$ cat config.mk
export PLATFORM = sky130hd
export DESIGN_NAME = reg_share_arb
export DESIGN_NICKNAME = d
export VERILOG_FILES = /design/src/rtl/reg_share_pkg.sv /design/src/rtl/rr_pick.sv /design/src/rtl/reg_share_arb.sv
export SDC_FILE = /design/constraint.sdc
export NUM_CORES = 1
export LEC_CHECK = 0
export ABC_AREA = 1
export CORE_MARGIN = 2
export CORE_UTILIZATION = 40
export CTS_CLUSTER_DIAMETER = 40
export DETAILED_ROUTE_END_ITERATION = 6
export DONT_BUFFER_PORTS = 1
export GPL_TIMING_DRIVEN = 1
export PLACE_DENSITY = 0.59
export RECOVER_POWER = 100
export SETUP_SLACK_MARGIN = 0.5
export SLEW_MARGIN = 20
export SYNTH_ARGS = -nofsm -noshare
export SYNTH_HDL_FRONTEND = slang
export SYNTH_SLANG_ARGS = --single-unit
export TNS_END_PERCENT = 100
$ cat constraint.sdc
create_clock -name clk -period 2.3 [get_ports clk]
set_input_delay 0.46 -clock clk [delete_from_list [all_inputs] [get_ports clk]]
set_output_delay 0.46 -clock clk [all_outputs]
set_load 0.03 [all_outputs]
$ cat src/rtl/reg_share_pkg.sv
`default_nettype none
// +----------------------------------------------------------------------+
// | reg_share_pkg                                                        |
// | Shared types, defaults and helpers for the shared-register arbiter.  |
// | Revision: 1.0                                                        |
// +----------------------------------------------------------------------+
package reg_share_pkg;

  localparam int N_REQ_DEF    = 4;
  localparam int WIDTH_DEF    = 8;
  localparam int MAX_HOLD_DEF = 4;

  typedef enum logic [0:0] {
    ST_IDLE = 1'b0,
    ST_HOLD = 1'b1
  } state_t;

  function automatic int hold_cnt_width(input int max_hold);
    return $clog2(max_hold) + 1;
  endfunction

  localparam int HOLD_CNT_W_DEF = hold_cnt_width(MAX_HOLD_DEF);

  function automatic logic [3:0] onehot4(input logic [1:0] idx);
    return 4'b0001 << idx;
  endfunction

endpackage : reg_share_pkg
`default_nettype wire

$ cat src/rtl/rr_pick.sv
`default_nettype none
// +----------------------------------------------------------------------+
// | rr_pick                                                              |
// | Combinational round-robin selector: first set req bit from ptr up.   |
// | Revision: 1.0                                                        |
// +----------------------------------------------------------------------+
module rr_pick
  import reg_share_pkg::*;
#(
  parameter int N_REQ = N_REQ_DEF
) (
  input  logic [N_REQ-1:0] req,
  input  logic [1:0]       ptr,
  output logic [1:0]       winner,
  output logic             any
);

  logic [2*N_REQ-1:0] w_dbl;
  logic [2*N_REQ-1:0] w_rot;

  // Doubling the vector lets a plain shift perform the wrap-around rotation.
  assign w_dbl = {req, req};
  assign w_rot = w_dbl >> ptr;

  always_comb begin
    winner = '0;
    any    = 1'b0;
    for (int k = N_REQ - 1; k >= 0; k--) begin
      if (w_rot[k]) begin
        winner = 2'((int'(ptr) + k) % N_REQ);
        any    = 1'b1;
      end
    end
  end

endmodule : rr_pick
`default_nettype wire

$ cat src/rtl/reg_share_arb.sv
`default_nettype none
// +----------------------------------------------------------------------+
// | reg_share_arb                                                        |
// | Round-robin write arbiter for a shared register with bounded bursts. |
// | Revision: 1.0                                                        |
// +----------------------------------------------------------------------+
module reg_share_arb
  import reg_share_pkg::*;
#(
  parameter int N_REQ    = N_REQ_DEF,
  parameter int WIDTH    = WIDTH_DEF,
  parameter int MAX_HOLD = MAX_HOLD_DEF
) (
  input  logic                   clk,
  input  logic                   rst_n,
  input  logic [N_REQ-1:0]       req,
  input  logic [N_REQ-1:0]       lock,
  input  logic [N_REQ*WIDTH-1:0] wr_data,
  output logic [WIDTH-1:0]       data_out,
  output logic [N_REQ-1:0]       gnt,
  output logic [1:0]             owner,
  output logic                   valid
);

  localparam int                c_hold_w    = hold_cnt_width(MAX_HOLD);
  localparam logic [c_hold_w-1:0] c_hold_last = c_hold_w'(MAX_HOLD - 1);
  localparam logic [1:0]        c_last_idx  = 2'(N_REQ - 1);

  state_t              r_state, w_state_nxt;
  logic [WIDTH-1:0]    r_data,  w_data_nxt;
  logic [N_REQ-1:0]    r_gnt;
  logic [3:0]          w_gnt4_nxt;
  logic [1:0]          r_owner, w_owner_nxt;
  logic                r_valid, w_valid_nxt;
  logic [1:0]          r_ptr,   w_ptr_nxt;
  logic [c_hold_w-1:0] r_hold_cnt, w_hold_nxt;

  logic [3:0]          w_req_ext;
  logic [3:0]          w_lock_ext;
  logic [4*WIDTH-1:0]  w_data_ext;
  logic [1:0]          w_win;
  logic                w_any;

  // Pad to four requesters so owner-indexed selects never leave the vector.
  always_comb begin
    w_req_ext                     = '0;
    w_lock_ext                    = '0;
    w_data_ext                    = '0;
    w_req_ext[N_REQ-1:0]          = req;
    w_lock_ext[N_REQ-1:0]         = lock;
    w_data_ext[N_REQ*WIDTH-1:0]   = wr_data;
  end

  rr_pick #(
    .N_REQ (N_REQ)
  ) u_rr_pick (
    .req    (req),
    .ptr    (r_ptr),
    .winner (w_win),
    .any    (w_any)
  );

  always_comb begin
    w_state_nxt = r_state;
    w_data_nxt  = r_data;
    w_gnt4_nxt  = '0;
    w_owner_nxt = r_owner;
    w_valid_nxt = r_valid;
    w_ptr_nxt   = r_ptr;
    w_hold_nxt  = r_hold_cnt;
    case (r_state)
      ST_IDLE: begin
        if (w_any) begin
          w_data_nxt  = w_data_ext[w_win*WIDTH +: WIDTH];
          w_gnt4_nxt  = onehot4(w_win);
          w_owner_nxt = w_win;
          w_valid_nxt = 1'b1;
          w_ptr_nxt   = (w_win == c_last_idx) ? 2'd0 : w_win + 2'd1;
          if (w_lock_ext[w_win]) begin
            w_state_nxt = ST_HOLD;
            w_hold_nxt  = c_hold_w'(1);
          end
        end
      end
      ST_HOLD: begin
        // The exiting edge still writes if the owner is requesting.
        if (w_req_ext[r_owner]) begin
          w_data_nxt = w_data_ext[r_owner*WIDTH +: WIDTH];
          w_gnt4_nxt = onehot4(r_owner);
        end
        if (!w_req_ext[r_owner] || !w_lock_ext[r_owner] ||
            (r_hold_cnt == c_hold_last)) begin
          w_state_nxt = ST_IDLE;
        end else begin
          w_hold_nxt = r_hold_cnt + c_hold_w'(1);
        end
      end
      default: w_state_nxt = ST_IDLE;
    endcase
  end

  always_ff @(posedge clk or negedge rst_n) begin
    if (!rst_n) begin
      r_state    <= ST_IDLE;
      r_data     <= '0;
      r_gnt      <= '0;
      r_owner    <= '0;
      r_valid    <= 1'b0;
      r_ptr      <= '0;
      r_hold_cnt <= '0;
    end else begin
      r_state    <= w_state_nxt;
      r_data     <= w_data_nxt;
      r_gnt      <= w_gnt4_nxt[N_REQ-1:0];
      r_owner    <= w_owner_nxt;
      r_valid    <= w_valid_nxt;
      r_ptr      <= w_ptr_nxt;
      r_hold_cnt <= w_hold_nxt;
    end
  end

  assign data_out = r_data;
  assign gnt      = r_gnt;
  assign owner    = r_owner;
  assign valid    = r_valid;

endmodule : reg_share_arb
`default_nettype wire

Word-level counts from Yosys, hierarchy flattened
Index checks and enable logic that the tools add are counted.
Word-level totals
  bits in registers: 21
  output and inout bits: 15
  word-level logic and storage cells: 62
Operators by class
  $add $sub $neg: 5
  $lt $le $gt $ge: 2
  equal/unequal tests: 6
  shift-type cells: 5
  multiplexer cells: 29
  bitwise logic cells: 1
  reduce and logical (&&, ||, !) cells: 7
Operators with widths (number)
  $shiftx A32 B6 Y8: 2
  $mux W8: 2
  $pmux W8 S2: 1
  $mux W1: 10
  $mux W2: 5
  $mux W3: 3
  $mux W4: 2
  $pmux W4 S2: 1
  $shl A1 B2 Y4 const A: 2
  $shr A8 B2 Y4: 1
  $bmux W1 S2: 3
  $lt A2 B3 Y1 const B: 2
  $pmux W3 S2: 1
  $add A2 B1 Y2 const B: 2
  $add A2 B2 Y2 const B: 2
  $ne A2 B1 Y1 const B: 2
  $ne A2 B2 Y1 const B: 2
  $reduce_and A2 Y1: 2
  $add A3 B1 Y3 const B: 1
  $eq A3 B2 Y1 const B: 1
  $reduce_and A3 Y1: 1
  $eq A2 B2 Y1 const B: 1
  $logic_not A1 Y1: 2
  $logic_or A1 B1 Y1: 2
  other kinds (2): 2

Longest topological paths before layout
  depth after elaboration: 10
  gate-level depth with buffers: 16

Modules after synthesis
A second synthesis with hierarchy kept.
Second synthesis, totals
  cells, all modules: 232
  area total of the unflattened synthesis: 1629.1 um^2
Modules (own cells, without submodules)
  reg_share_arb: instances 1, cells each 183, area an instance 1378.8 um^2, seq. area each 525.5 um^2
  rr_pick: instances 1, cells each 49, area an instance 250.2 um^2, seq. area each 0.0 um^2

Worst setup path after synthesis
No wires, ideal clock.
  kind: register -> register
  start: register r_ptr[0]
  end: register r_data[3] (netlist: data_out[3])
  arrival: 1.557 ns
  data required time: 2.183 ns
  setup slack: 0.625 ns
  stages on the path, launching flop included: 15
  path buffers: 2
  period minus slack after synthesis: 1.675 ns
  cell sequence: dfrtp_1 > buf_6 > inv_4 > nand2_1 > nand3_2 > nand2_1 > nand2_2 > nand3_2 > nand3_4 > nand2_4 > buf_6 > nand2_1 > nand3_1 > nand3_1 > nand2_1
Between the ends
  cells in the longest elaborated chain, start to end: 8
Ends and longest elaborated chain
  start: declaration: RTL line reg_share_arb.sv:35  | logic [1:0] r_ptr, w_ptr_nxt;
  start signal: assignment: RTL line reg_share_arb.sv:117  | r_ptr <= w_ptr_nxt;
  $add A2 B2 Y2 / $shr A8 B2 Y4 (equally long branches): RTL line rr_pick.sv:30, rr_pick.sv:23
  $mux W2 (4 in series): RTL line rr_pick.sv:29  | if (w_rot[k]) begin
  $shiftx A32 B6 Y8: RTL line reg_share_arb.sv:74  | w_data_nxt = w_data_ext[w_win*WIDTH +: WIDTH];
  $mux W8: RTL line reg_share_arb.sv:73  | if (w_any) begin
  $pmux W8 S2: RTL line reg_share_arb.sv:71  | case (r_state)
  end signal: assignment: RTL line reg_share_arb.sv:113  | r_data <= w_data_nxt;
  end: declaration: RTL line reg_share_arb.sv:30  | logic [WIDTH-1:0] r_data, w_data_nxt;
Parallel ways exist; a longest one is shown, timed or not. The select of a mux whose other input is x is not followed.
A chain may end at the register's enable or synchronous reset.

Final worst setup path
  start: register r_ptr[0]
  end: register r_data[6] (netlist: data_out[6])
The elaborated chain is that of the path after synthesis.

==> insert_results.sql <==
INSERT INTO impl_metrics (metric_group, metric, value, unit) VALUES
('status', 'run_status', 'complete, no violations', ''),
('route', 'top_signal_layer_used', 'met4', ''),
('timing', 'grt_setup_unrepaired', 'true', ''),
('route', 'drt_pre_antenna_iters', '4', ''),
('route', 'route.detailed.drc', '0', ''),
('final_layout', 'synthToLayoutAreaGrowth', '38.75', '%'),
('final_layout', 'antenna_cells', '0', ''),
('final_layout', 'post-route-cell-area', '0.002160', 'mm^2'),
('synth', 'ys_seq_area_frac', '0.3376', ''),
('timing', 'worst_slew_margin_rel', '0.2417', ''),
('synth', 'synthesis.nets', '273', ''),
('timing', 'timing.fmax', '498.8', 'MHz'),
('synth', 'synth-warning-count', '0', ''),
('setup_path', 'cp_data_required_time', '2.50', 'ns'),
('die', 'num_io_pins', '57', ''),
('synth', 'synth_cells', '225', ''),
('synth', 'yosys-top-cells-area', 'dfrtp_1 34%, nand2_1 19%, nand3_1 18%', ''),
('final_layout', 'drive_gt1_frac', '0.4089', ''),
('clock_tree', 'clkSlewWorstSetupHoldPaths', '0.07', 'ns'),
('synth', 'synth_top_area_cell', 'dfrtp_1', ''),
('route', 'met3WireLength', '321', 'um'),
('die', 'floorplan.core_area', '0.003689', 'mm^2'),
('synth', 'synth_ff_type', 'dfrtp_1', ''),
('global_routing', 'grt_util_all_layers', '0.2219', ''),
('timing', 'finalCritPeriodShare', '0.8717', ''),
('timing', 'finalClockSkew', '0.004439', 'ns'),
('route', 'wl_met1', '2.128', 'mm'),
('timing', 'maxSlewViolCount', '0', ''),
('setup_path', 'cp-endpoint', 'data_out[6]', ''),
('clock_tree', 'ctsLongestPathBuffers', '2', ''),
('clock_tree', 'clock_tree.htree_level_count', '1', ''),
('setup_path', 'critical_path.cell_chain', 'clkinv_4 > nand2_4 > nand3_2 > nand2_2 > nand3_1 > nor3_2 > nor2_4 > nor2_4 > buf_4 > nand2_1 > nand2_1', ''),
('clock_tree', 'cts_buffers', '3', ''),
('setup_path', 'highest_fanout_seen_on_the_critical_path', '9', ''),
('global_routing', 'pin_count_of_the_biggest_net_entering_global_routing', '22', ''),
('timing', 'setup_ws', '0.2952', 'ns'),
('route', 'first_iter_violations', '84', ''),
('die', 'die_x', '66.38', 'um'),
('timing', 'final.setup.tns', '0', 'ns'),
('place', 'gpl.final_weighted_congestion', '0.7726', ''),
('timing', 'fin_crit', '2.005', 'ns'),
('timing', 'setup-violations-final', '0', ''),
('setup_path', 'cp-end-kind', 'register', ''),
('synth', 'syn_area', '0.001556', 'mm^2'),
('setup_path', 'cp.arrival', '2.21', 'ns'),
('synth', 'post-synth-top-count-cell', 'nand2_1', ''),
('clock_tree', 'worstSkewPairLatency', '0.26', 'ns'),
('final_layout', 'fillCellCount', '348', ''),
('setup_path', 'worstSetupPathType', 'register to register', ''),
('synth', 'flip_flop_and_latch_count_after_synthesis', '21', ''),
('die', 'fp-row-count', '22', ''),
('synth', 'netlist_top_cells_count', '79 x nand2_1, 56 x nand3_1, 21 x dfrtp_1, 13 x inv_1', ''),
('route', 'post_drt_wl_per_cell', '16.70', 'um'),
('route', 'wl_met2', '2.399', 'mm'),
('route', 'postRouteAntennaNets', '0', ''),
('clock_tree', 'cts_tree', 'built', ''),
('setup_path', 'worst_r2r_startpoint', 'r_ptr[0]', ''),
('route', 'aggregate_routed_wire_length', '4.927', 'mm'),
('run', 'maxCapViolations', '0', ''),
('hold_path', 'worstHoldPathType', 'input pin to asynchronous set/reset pin', ''),
('final_layout', 'final_net_count', '296', ''),
('global_routing', 'grt_overflow_total', '0', ''),
('clock_tree', 'numClockSinks', '21', ''),
('place', 'dp_hpwl', '2.988', 'mm'),
('place', 'place_ws', '0.03601', 'ns'),
('synth', 'syn_area_per_cell', '6.918', 'um^2'),
('setup_path', 'regToRegEndpoint', 'data_out[6]', ''),
('global_routing', 'wire_length_of_the_first_global_routing_pass', '7.383', 'mm'),
('setup_path', 'critical_path.startpoint_type', 'register', ''),
('die', 'start_util', '0.4220', ''),
('place', 'place_area', '0.001588', 'mm^2');
worst max-delay path: cells and delay by family, from the launching register on:
family                 cells  cell delay, ns
and+or+nand+nor            9            1.07
DFF                        1            0.53
buffers and inverters      2            0.34
layer usage:
metal | vias up | global-route usage
met1 | 757 | 0.2895
met5 | - | 0
met2 | 65 | 0.3750
li1 | 794 | -
met4 | 0 | 0.06122
met3 | 5 | 0.03918
worst min-delay path by stage:
| stage | from | end | slack (ns) | depth (start not counted) |
|---|---|---|---|---|
| finish | rst_n | gnt[3] | 0.40 | 1 |
| global route | req[0] | gnt[0] | 0.42 | 2 |
| CTS | req[0] | gnt[0] | 0.42 | 2 |
| detailed placement | rst_n | data_out[3] | 0.17 | 0 |
| global placement | rst_n | gnt[0] | 0.16 | 0 |
| floorplan | rst_n | data_out[0] | 0.16 | 0 |
final cells by class:
| class | instances | area, um^2 | area share |
|---|---|---|---|
| inverter | 21 | 96.34 | 0.04461 |
| timing repair buffer | 20 | 150.1 | 0.06952 |
| multi-input combinational | 181 | 1280 | 0.5927 |
| tap | 48 | 60.06 | 0.02781 |
| clock buffer | 4 | 45.04 | 0.02086 |
| sequential | 21 | 528.0 | 0.2445 |
sequential cells by signal, summed over array words and instances (netlist names):
name        flops
r_state         1
valid           1
data_out        8
r_hold_cnt      3
gnt             4
r_ptr           2
owner           2
placed cells by master, fill, tap and decap left out:
| cell type | n |
|---|---|
| nand3_4 | 4 |
| nor2_4 | 3 |
| o21ai_0 | 7 |
| clkinv_4 | 1 |
| nand3_1 | 41 |
| ha_1 | 6 |
| a41oi_2 | 1 |
| nand2_1 | 54 |
| nor3_2 | 3 |
| nor3_1 | 1 |
| dfrtp_2 | 2 |
| and2_4 | 1 |
| nand4_1 | 2 |
| o21a_1 | 1 |
| or3_1 | 1 |
| nand3_2 | 17 |
| dfrtp_1 | 19 |
| inv_4 | 2 |
| inv_2 | 6 |
| buf_4 | 18 |
| nand2_8 | 5 |
| inv_8 | 1 |
| inv_1 | 11 |
| a21oi_4 | 1 |
| buf_6 | 1 |
| clkbuf_8 | 3 |
| clkbuf_1 | 2 |
| nand2_4 | 16 |
| a21oi_1 | 1 |
| or2_2 | 1 |
| nand2_2 | 15 |
metrics by stage:
stage | hold WS [ns] | instances
detailed placement | 0.1650 | 269
global route | 0.4244 | 295
finish | 0.3981 | 295
CTS | 0.4236 | 281
floorplan | 0.1644 | 225
global placement | 0.1649 | 269
what timing repair did:
item,CTS,global route
hold buffers,1,0
setup buffers,3,14
endpoints found under the setup margin,21,17
pin swaps,8,17
cloned,4,0
hold endpoints to repair,21,0
gates resized for setup,27,61
kinds of logic after synthesis:
kind of cell	Yosys count	synth area share
adders and majority gates	6	0.04823
DFF	21	0.3376
buffers and inverters	27	0.08039
AOI/OAI and AO/OA	11	0.04180
and+or+nand+nor	160	0.4920
Power is left out: the tool's default activity adds up to more than one toggle a clock period on the data nets, which glitch-free logic cannot reach.
